--- config.mk ---
export PLATFORM = sky130hd
export DESIGN_NAME = i2c_master_flat
export DESIGN_NICKNAME = d
export VERILOG_FILES = /design/src/rtl/i2c_pkg.sv /design/src/rtl/i2c_master_if.sv /design/src/rtl/i2c_master_shreg.sv /design/src/rtl/i2c_master.sv /design/src/flat_wrapper.sv
export SDC_FILE = /design/constraint.sdc
export NUM_CORES = 1
export LEC_CHECK = 0
export BUFFER_PORTS_ARGS = -buffer_cell sky130_fd_sc_hd__buf_2
export CORE_UTILIZATION = 25
export DETAILED_ROUTE_END_ITERATION = 8
export PLACE_DENSITY = 0.52
export SYNTH_ARGS = -nofsm -noshare
export SYNTH_HDL_FRONTEND = slang
export SYNTH_HIERARCHICAL = 1
export SYNTH_SLANG_ARGS = --single-unit
--- constraint.sdc ---
create_clock -name clk -period 3.4 [get_ports clk]
set_clock_uncertainty 0.15 [all_clocks]
set_input_delay 0.17 -clock clk [delete_from_list [all_inputs] [get_ports clk]]
set_output_delay 0.17 -clock clk [all_outputs]
set_load 0.03 [all_outputs]
--- src/rtl/i2c_pkg.sv ---
// i2c_pkg: shared types and constants for the simplified I2C-style initiator.
package i2c_pkg;

   localparam int unsigned I2C_ADDR_W = 4;
   localparam int unsigned I2C_DATA_W = 4;

   // Address the bench responder answers to.
   localparam logic [3:0] I2C_RESP_ADDR = 4'b1100;

   typedef enum logic [3:0] {
      IDLE,
      START,
      ADDR,
      GAP,
      ACKW,
      RWB,
      READ,
      WRITE,
      COOL
   } i2c_state_e;

   function automatic int unsigned i2c_max(input int unsigned a, input int unsigned b);
      return (a > b) ? a : b;
   endfunction

endpackage

--- src/rtl/i2c_master_if.sv ---
// i2c_master_if: host command / responder link bundle for i2c_master.
// master = initiator view, slave = host + responder view.
interface i2c_master_if
   import i2c_pkg::*;
#(
   parameter int unsigned ADDR_W = I2C_ADDR_W,
   parameter int unsigned DATA_W = I2C_DATA_W
);

   logic              start;
   logic              rw;
   logic [ADDR_W-1:0] addr;
   logic              wdata;
   logic              ack;
   logic              sda;
   logic              busy;
   logic              done;
   logic              nack;
   logic [DATA_W-1:0] rdata;

   modport master (
      input  start, rw, addr, wdata, ack,
      output sda, busy, done, nack, rdata
   );

   modport slave (
      output start, rw, addr, wdata, ack,
      input  sda, busy, done, nack, rdata
   );

endinterface

--- src/rtl/i2c_master_shreg.sv ---
// i2c_master_shreg: address shift-out / read-data shift-in register with a
// saturating bit down-counter; o_last flags the final bit of the current field.
module i2c_master_shreg
   import i2c_pkg::*;
#(
   parameter int unsigned W         = i2c_max(I2C_ADDR_W, I2C_DATA_W),
   parameter int unsigned LOAD_CNT  = I2C_ADDR_W - 1,
   parameter int unsigned REARM_CNT = I2C_DATA_W - 1
) (
   input  logic         clk,
   input  logic         reset,
   input  logic         i_load,
   input  logic [W-1:0] i_load_data,
   input  logic         i_rearm,
   input  logic         i_shift,
   input  logic         i_bit,
   output logic [W-1:0] o_data,
   output logic         o_last
);

   localparam int unsigned CW = (W > 1) ? $clog2(W) : 1;

   logic [W-1:0]  r_data;
   logic [CW-1:0] r_cnt;

   // Load / shift data and count bits down, stopping at zero.
   always_ff @(posedge clk or negedge reset) begin
      if (!reset) begin
         r_data <= '0;
         r_cnt  <= '0;
      end else if (i_load) begin
         r_data <= i_load_data;
         r_cnt  <= CW'(LOAD_CNT);
      end else begin
         if (i_rearm) begin
            r_cnt <= CW'(REARM_CNT);
         end else if (i_shift && (r_cnt != '0)) begin
            r_cnt <= r_cnt - CW'(1);
         end
         if (i_shift) begin
            r_data <= {r_data[W-2:0], i_bit};
         end
      end
   end

   assign o_data = r_data;
   assign o_last = (r_cnt == '0);

endmodule

--- src/rtl/i2c_master.sv ---
// i2c_master: serialises one command (start, 4-bit address, ack slot, R/W,
// data) onto sda and returns read data or a nack flag.
// Optional feature: define I2C_MASTER_QUEUE_EN for a one-entry command buffer.
module i2c_master
   import i2c_pkg::*;
#(
   parameter int unsigned ADDR_W   = I2C_ADDR_W,
   parameter int unsigned DATA_W   = I2C_DATA_W,
   parameter int unsigned COOL_CYC = 2
) (
   input  logic         clk,
   input  logic         reset,
   i2c_master_if.master bus
);

   localparam int unsigned SH_W = i2c_max(ADDR_W, DATA_W);
   localparam int unsigned CC_W = $clog2(COOL_CYC);

   i2c_state_e        r_state, w_next_state;
   logic              r_rw, r_wdata, r_ack_q, r_nack;
   logic [DATA_W-1:0] r_rdata;
   logic [CC_W-1:0]   r_cool_cnt;

   logic              w_load, w_use_pend, w_rearm, w_shift;
   logic [ADDR_W-1:0] w_load_addr;
   logic              w_load_rw, w_load_wdata;
   logic [SH_W-1:0]   w_sh_data;
   logic              w_sh_last, w_cool_last, w_sda;
   logic [DATA_W-1:0] w_rdata_next;

   logic              w_pend_vld, w_pend_rw, w_pend_wdata;
   logic [ADDR_W-1:0] w_pend_addr;

   i2c_master_shreg #(
      .W        (SH_W),
      .LOAD_CNT (ADDR_W - 1),
      .REARM_CNT(DATA_W - 1)
   ) u_shreg (
      .clk        (clk),
      .reset      (reset),
      .i_load     (w_load),
      .i_load_data(SH_W'(w_load_addr) << (SH_W - ADDR_W)),
      .i_rearm    (w_rearm),
      .i_shift    (w_shift),
      .i_bit      (bus.ack),
      .o_data     (w_sh_data),
      .o_last     (w_sh_last)
   );

`ifdef I2C_MASTER_QUEUE_EN
   logic              r_pend_vld, r_pend_rw, r_pend_wdata;
   logic [ADDR_W-1:0] r_pend_addr;

   // Hold one command that arrives mid-frame until the FSM launches it.
   always_ff @(posedge clk or negedge reset) begin
      if (!reset) begin
         r_pend_vld   <= 1'b0;
         r_pend_rw    <= 1'b0;
         r_pend_wdata <= 1'b0;
         r_pend_addr  <= '0;
      end else if (w_use_pend) begin
         r_pend_vld <= 1'b0;
      end else if (bus.start && (r_state != IDLE) && !r_pend_vld) begin
         r_pend_vld   <= 1'b1;
         r_pend_rw    <= bus.rw;
         r_pend_wdata <= bus.wdata;
         r_pend_addr  <= bus.addr;
      end
   end

   assign w_pend_vld   = r_pend_vld;
   assign w_pend_rw    = r_pend_rw;
   assign w_pend_wdata = r_pend_wdata;
   assign w_pend_addr  = r_pend_addr;
`else
   assign w_pend_vld   = 1'b0;
   assign w_pend_rw    = 1'b0;
   assign w_pend_wdata = 1'b0;
   assign w_pend_addr  = '0;
`endif

   assign w_cool_last  = (r_cool_cnt == CC_W'(COOL_CYC - 1));
   assign w_rdata_next = {w_sh_data[DATA_W-2:0], bus.ack};

   // State register.
   always_ff @(posedge clk or negedge reset) begin
      if (!reset) begin
         r_state <= IDLE;
      end else begin
         r_state <= w_next_state;
      end
   end

   // Next-state, shift-register control and sda per slot.
   always_comb begin
      w_next_state = r_state;
      w_load       = 1'b0;
      w_use_pend   = 1'b0;
      w_rearm      = 1'b0;
      w_shift      = 1'b0;
      w_load_addr  = bus.addr;
      w_load_rw    = bus.rw;
      w_load_wdata = bus.wdata;
      w_sda        = 1'b1;
      case (r_state)
         IDLE: begin
            if (w_pend_vld) begin
               w_next_state = START;
               w_load       = 1'b1;
               w_use_pend   = 1'b1;
            end else if (bus.start) begin
               w_next_state = START;
               w_load       = 1'b1;
            end
         end
         START: begin
            w_sda        = 1'b0;
            w_next_state = ADDR;
         end
         ADDR: begin
            w_sda   = w_sh_data[SH_W-1];
            w_shift = 1'b1;
            if (w_sh_last) w_next_state = GAP;
         end
         GAP:  w_next_state = ACKW;
         ACKW: w_next_state = RWB;
         RWB: begin
            w_sda = r_rw;
            if (!r_ack_q) begin
               w_next_state = COOL;
            end else if (r_rw) begin
               w_next_state = READ;
               w_rearm      = 1'b1;
            end else begin
               w_next_state = WRITE;
            end
         end
         READ: begin
            w_shift = 1'b1;
            if (w_sh_last) w_next_state = COOL;
         end
         WRITE: begin
            w_sda        = r_wdata;
            w_next_state = COOL;
         end
         COOL: begin
            if (w_cool_last) begin
               if (w_pend_vld) begin
                  w_next_state = START;
                  w_load       = 1'b1;
                  w_use_pend   = 1'b1;
               end else begin
                  w_next_state = IDLE;
               end
            end
         end
         default: w_next_state = IDLE;
      endcase
      if (w_use_pend) begin
         w_load_addr  = w_pend_addr;
         w_load_rw    = w_pend_rw;
         w_load_wdata = w_pend_wdata;
      end
   end

   // Command capture, ack sampling, nack/rdata results and cool-down count.
   always_ff @(posedge clk or negedge reset) begin
      if (!reset) begin
         r_rw       <= 1'b0;
         r_wdata    <= 1'b0;
         r_ack_q    <= 1'b0;
         r_nack     <= 1'b0;
         r_rdata    <= '0;
         r_cool_cnt <= '0;
      end else begin
         if (w_load) begin
            r_rw    <= w_load_rw;
            r_wdata <= w_load_wdata;
            r_nack  <= 1'b0;
         end
         if (r_state == ACKW) r_ack_q <= bus.ack;
         if ((r_state == RWB) && !r_ack_q) r_nack <= 1'b1;
         if ((r_state == READ) && w_sh_last) r_rdata <= w_rdata_next;
         r_cool_cnt <= ((r_state == COOL) && !w_cool_last) ? r_cool_cnt + CC_W'(1) : '0;
      end
   end

   assign bus.sda   = w_sda;
   assign bus.busy  = (r_state != IDLE);
   assign bus.done  = (r_state == COOL) && (r_cool_cnt == '0);
   assign bus.nack  = r_nack;
   assign bus.rdata = r_rdata;

endmodule

--- src/flat_wrapper.sv ---
// flat-port wrapper written by rule: the top's interface ports become plain ports
module i2c_master_flat import i2c_pkg::*;
#(
   parameter int unsigned ADDR_W   = I2C_ADDR_W,
   parameter int unsigned DATA_W   = I2C_DATA_W,
   parameter int unsigned COOL_CYC = 2
)
  (clk, reset, bus_start, bus_rw, bus_addr, bus_wdata, bus_ack, bus_sda, bus_busy, bus_done, bus_nack, bus_rdata);
  i2c_master_if #(.ADDR_W(ADDR_W), .DATA_W(DATA_W)) bus_i ();
  input  logic clk;
  input  logic reset;
  input wire logic [$bits(bus_i.start)-1:0] bus_start;
  input wire logic [$bits(bus_i.rw)-1:0] bus_rw;
  input wire logic [$bits(bus_i.addr)-1:0] bus_addr;
  input wire logic [$bits(bus_i.wdata)-1:0] bus_wdata;
  input wire logic [$bits(bus_i.ack)-1:0] bus_ack;
  output wire logic [$bits(bus_i.sda)-1:0] bus_sda;
  output wire logic [$bits(bus_i.busy)-1:0] bus_busy;
  output wire logic [$bits(bus_i.done)-1:0] bus_done;
  output wire logic [$bits(bus_i.nack)-1:0] bus_nack;
  output wire logic [$bits(bus_i.rdata)-1:0] bus_rdata;
  assign bus_i.start = bus_start;
  assign bus_i.rw = bus_rw;
  assign bus_i.addr = bus_addr;
  assign bus_i.wdata = bus_wdata;
  assign bus_i.ack = bus_ack;
  assign bus_sda = bus_i.sda;
  assign bus_busy = bus_i.busy;
  assign bus_done = bus_i.done;
  assign bus_nack = bus_i.nack;
  assign bus_rdata = bus_i.rdata;
  i2c_master #(.ADDR_W(ADDR_W), .DATA_W(DATA_W), .COOL_CYC(COOL_CYC)) u_core (.clk(clk), .reset(reset), .bus(bus_i));
endmodule
==> run metrics <==
GRT met2 Usage roughly 17%; worst-margin pin slew about 0.6 ns; Synth Area in Simple Gates between 10% and 20%; HP Class in2reg; Async S/R FF share, synth 100%; main flop type after synthesis dfrtp_1; height of the die about 64 um; Setup CP Type reg2out; total die area roughly 4000 um^2; first-pass GRT wire length 3.30 mm; most frequent cells in the layout 19 x dfrtp_1, 17 x buf_2, 7 x dlygate4sd3_1, 7 x nand2_1, 6 x mux2_2; CTS tree built; Clk Latency, worst-skew pair approximately 0.26 ns; combinational share of power 45.5%; WP data required between 3 and 4 ns; Port Buffers 17; Sum Neg Setup Slack 0 ns; DP HPWL between 1 and 1.5 mm; status completed; CORE AREA 3660 um^2; worst endpoint data arrival time between 1.5 and 2 ns; io pins 18; commonest non-fill, non-tap cell in the layout dfrtp_1; Post-synth EDFFs 0; final cycle utilization of the critical path between 50% and 60%; layout overhead on the synthesized area 24.0%; final hold slack ~0.033 ns; Pre-Repair DR Iteration Count 4; Setup Viol. Count Final 0; post-DR vias/cell roughly 4.6; Worst VDD drop just over 0.0003 V; Initial Utilization around 26%; Synth Area in Compound Gates 13.2%; Total GRT Usage a little over a tenth; power density over cell area approximately 900 nW/um^2; Ys Warns 6; XOR/XNOR Fraction of Synth Area 0.922%; Sink Count 19; NetSw 0.000447 W; nets@finish approximately 120; Synthesized Nets 98; Leak Pwr between 0.5 and 0.6 nW; Overflow after GRT 0; R2R cell count 4; DRC viols 0; Routed WL per cell 12.0 um; number of synthesized register bits 19; Die X 63.6 um; Worst-path clk slew 0.07 ns; met3 usage under 10%; Distinct cells, synth 33; initial antenna violation count 0; largest net degree at the start of global routing 20; # Max-Cap Violations 0; cts-stage hold buffer count 7; proportion of synthesized area in mux cells a little under an eighth; CP Max Fanout 9; critical path endpoint category output port; hold path cells 2; post-synthesis adder-cell area fraction around 1.3%; Net Sw Frac between 40 and 50%; vias in the first global route approximately 720; Bufs on Longest Clock Path 2; Cell Area, Synth 950 um^2; fin. max-slew vios 0; Final Hold Fails 0; Syn Inst Count 87; largest family of logic cells by synthesized area simple AND/OR/NAND/NOR gates; CTS Root Cell clkbuf_8; FP Rows 22; Clock Power Share around 15%; syn avg cell area between 10 and 15 um^2; Inserted Clock Buffers 3; Post-CTS Setup Inserts 0; ratio of cells with drive above 1 in the final layout 27.9%; relative slew slack roughly 60%; gr busiest metal met2; Pint about 0.00061 W; Antenna Cells 0; Routed Antenna Nets 0; register area share after synthesis around 50%; DR vias 733; sequential share of power roughly 40%; Setup crit start kind register; placer's final routability congestion estimate between 0.8 and 0.9; RSZ-0062 raised after global routing false; Fmax 508 MHz; Sequential Area 475 um^2; post-CTS sizing 0; met1 usage between 10% and 20%; WL final around 1.9 mm; multi-input logic area between 400 and 500 um^2; DR iter-0 viols 9; Tmin final 1.97 ns; H-tree depth 1; # fillers around 380
-- path summary, 6_finish.rpt --
check,from,end,slack (ns)
max,u_core/r_state[1],bus_done,1.43
min,bus_ack,u_core/r_ack_q,0.03
max reg2reg,u_core/r_state[0],u_core/u_shreg/o_data[1],1.60
min reg2reg,u_core/r_cool_cnt,u_core/r_cool_cnt,0.29
max in group asynchronous,reset,u_core/u_shreg/r_cnt[1],2.57
min in group asynchronous,reset,u_core/r_wdata,0.23
-- state kept, by name (all words and copies together), names as in the netlist --
signal	count
u_core/r_wdata	1
u_core/r_state	4
u_core/r_cool_cnt	1
u_core/r_ack_q	1
u_core/u_shreg/r_cnt	2
u_core/u_shreg/o_data	4
u_core/r_rw	1
u_core/bus.nack	1
u_core/bus.rdata	4
-- cell usage after synthesis (all sizes together) (2+ instances only) --
cell type  count  area (um^2)
dfrtp         19          475
nand2          7         26.3
mux2           6         67.6
nor2           6         25.0
o21ai          6         30.0
inv            5         18.8
buf            4         32.5
mux2i          4         40.0
nand2b         4         32.5
a21oi          3         15.0
a32o           2         20.0
nand3          2         10.0
nor2b          2         20.0
nor3           2         10.0
nor3b          2         20.0
o21bai         2         15.0
-- power by group through the flow --
stage          registers [W]  clock network [W]  logic [W]
2_1_floorplan       0.000424                  0   0.000374
3_3_place_gp        0.000416                  0   0.000473
3_5_place_dp        0.000421                  0   0.000477
4_1_cts             0.000416           0.000163   0.000484
5_1_grt             0.000434           0.000173   0.000529
6_report            0.000418           0.000158   0.000481
-- cells by family (layout without fill, tap and decap cells) --
family	count (synthesis)	count (layout)
AOI/OAI and AO/OA	19	19
xor gates and xnor gates	1	1
DFF	19	19
buffers and inverters	9	33
adders and majority gates	1	1
and+or+nand+nor	28	28
muxes	10	10
-- per-layer routing --
metal | routed length [um] | vias up
met4 | 59 | 0
li1 | - | 354
met5 | 0 | -
met2 | 878 | 18
met1 | 918 | 354
met3 | 44 | 7
-- per-stage QoR --
stage	instance area [um^2]	utilization [%]	cells	worst slack (ns)	power [W]
CTS	1180	32.2	159	1.43	0.00106
floorplan	950	-	87	1.65	0.000798
global placement	1060	29.0	148	1.67	0.000889
global route	1180	32.2	159	1.35	0.00114
finish	1180	32.2	159	1.43	0.00106
detailed placement	1060	29.0	148	1.63	0.000898
-- critical path, stage by stage (launching register included) --
cell and delay, ns:
dfrtp_1 0.48, or3_1 0.44, nor3b_2 0.23, buf_2 0.24
-- cell type report --
class,count,area share (%)
inverter,5,1.59
timing repair buffer,24,13.2
clock buffer,4,3.83
sequential,19,40.4
multi-input combinational,59,35.9
tap,48,5.10
Note: power is estimated with default switching activity, not from simulation.
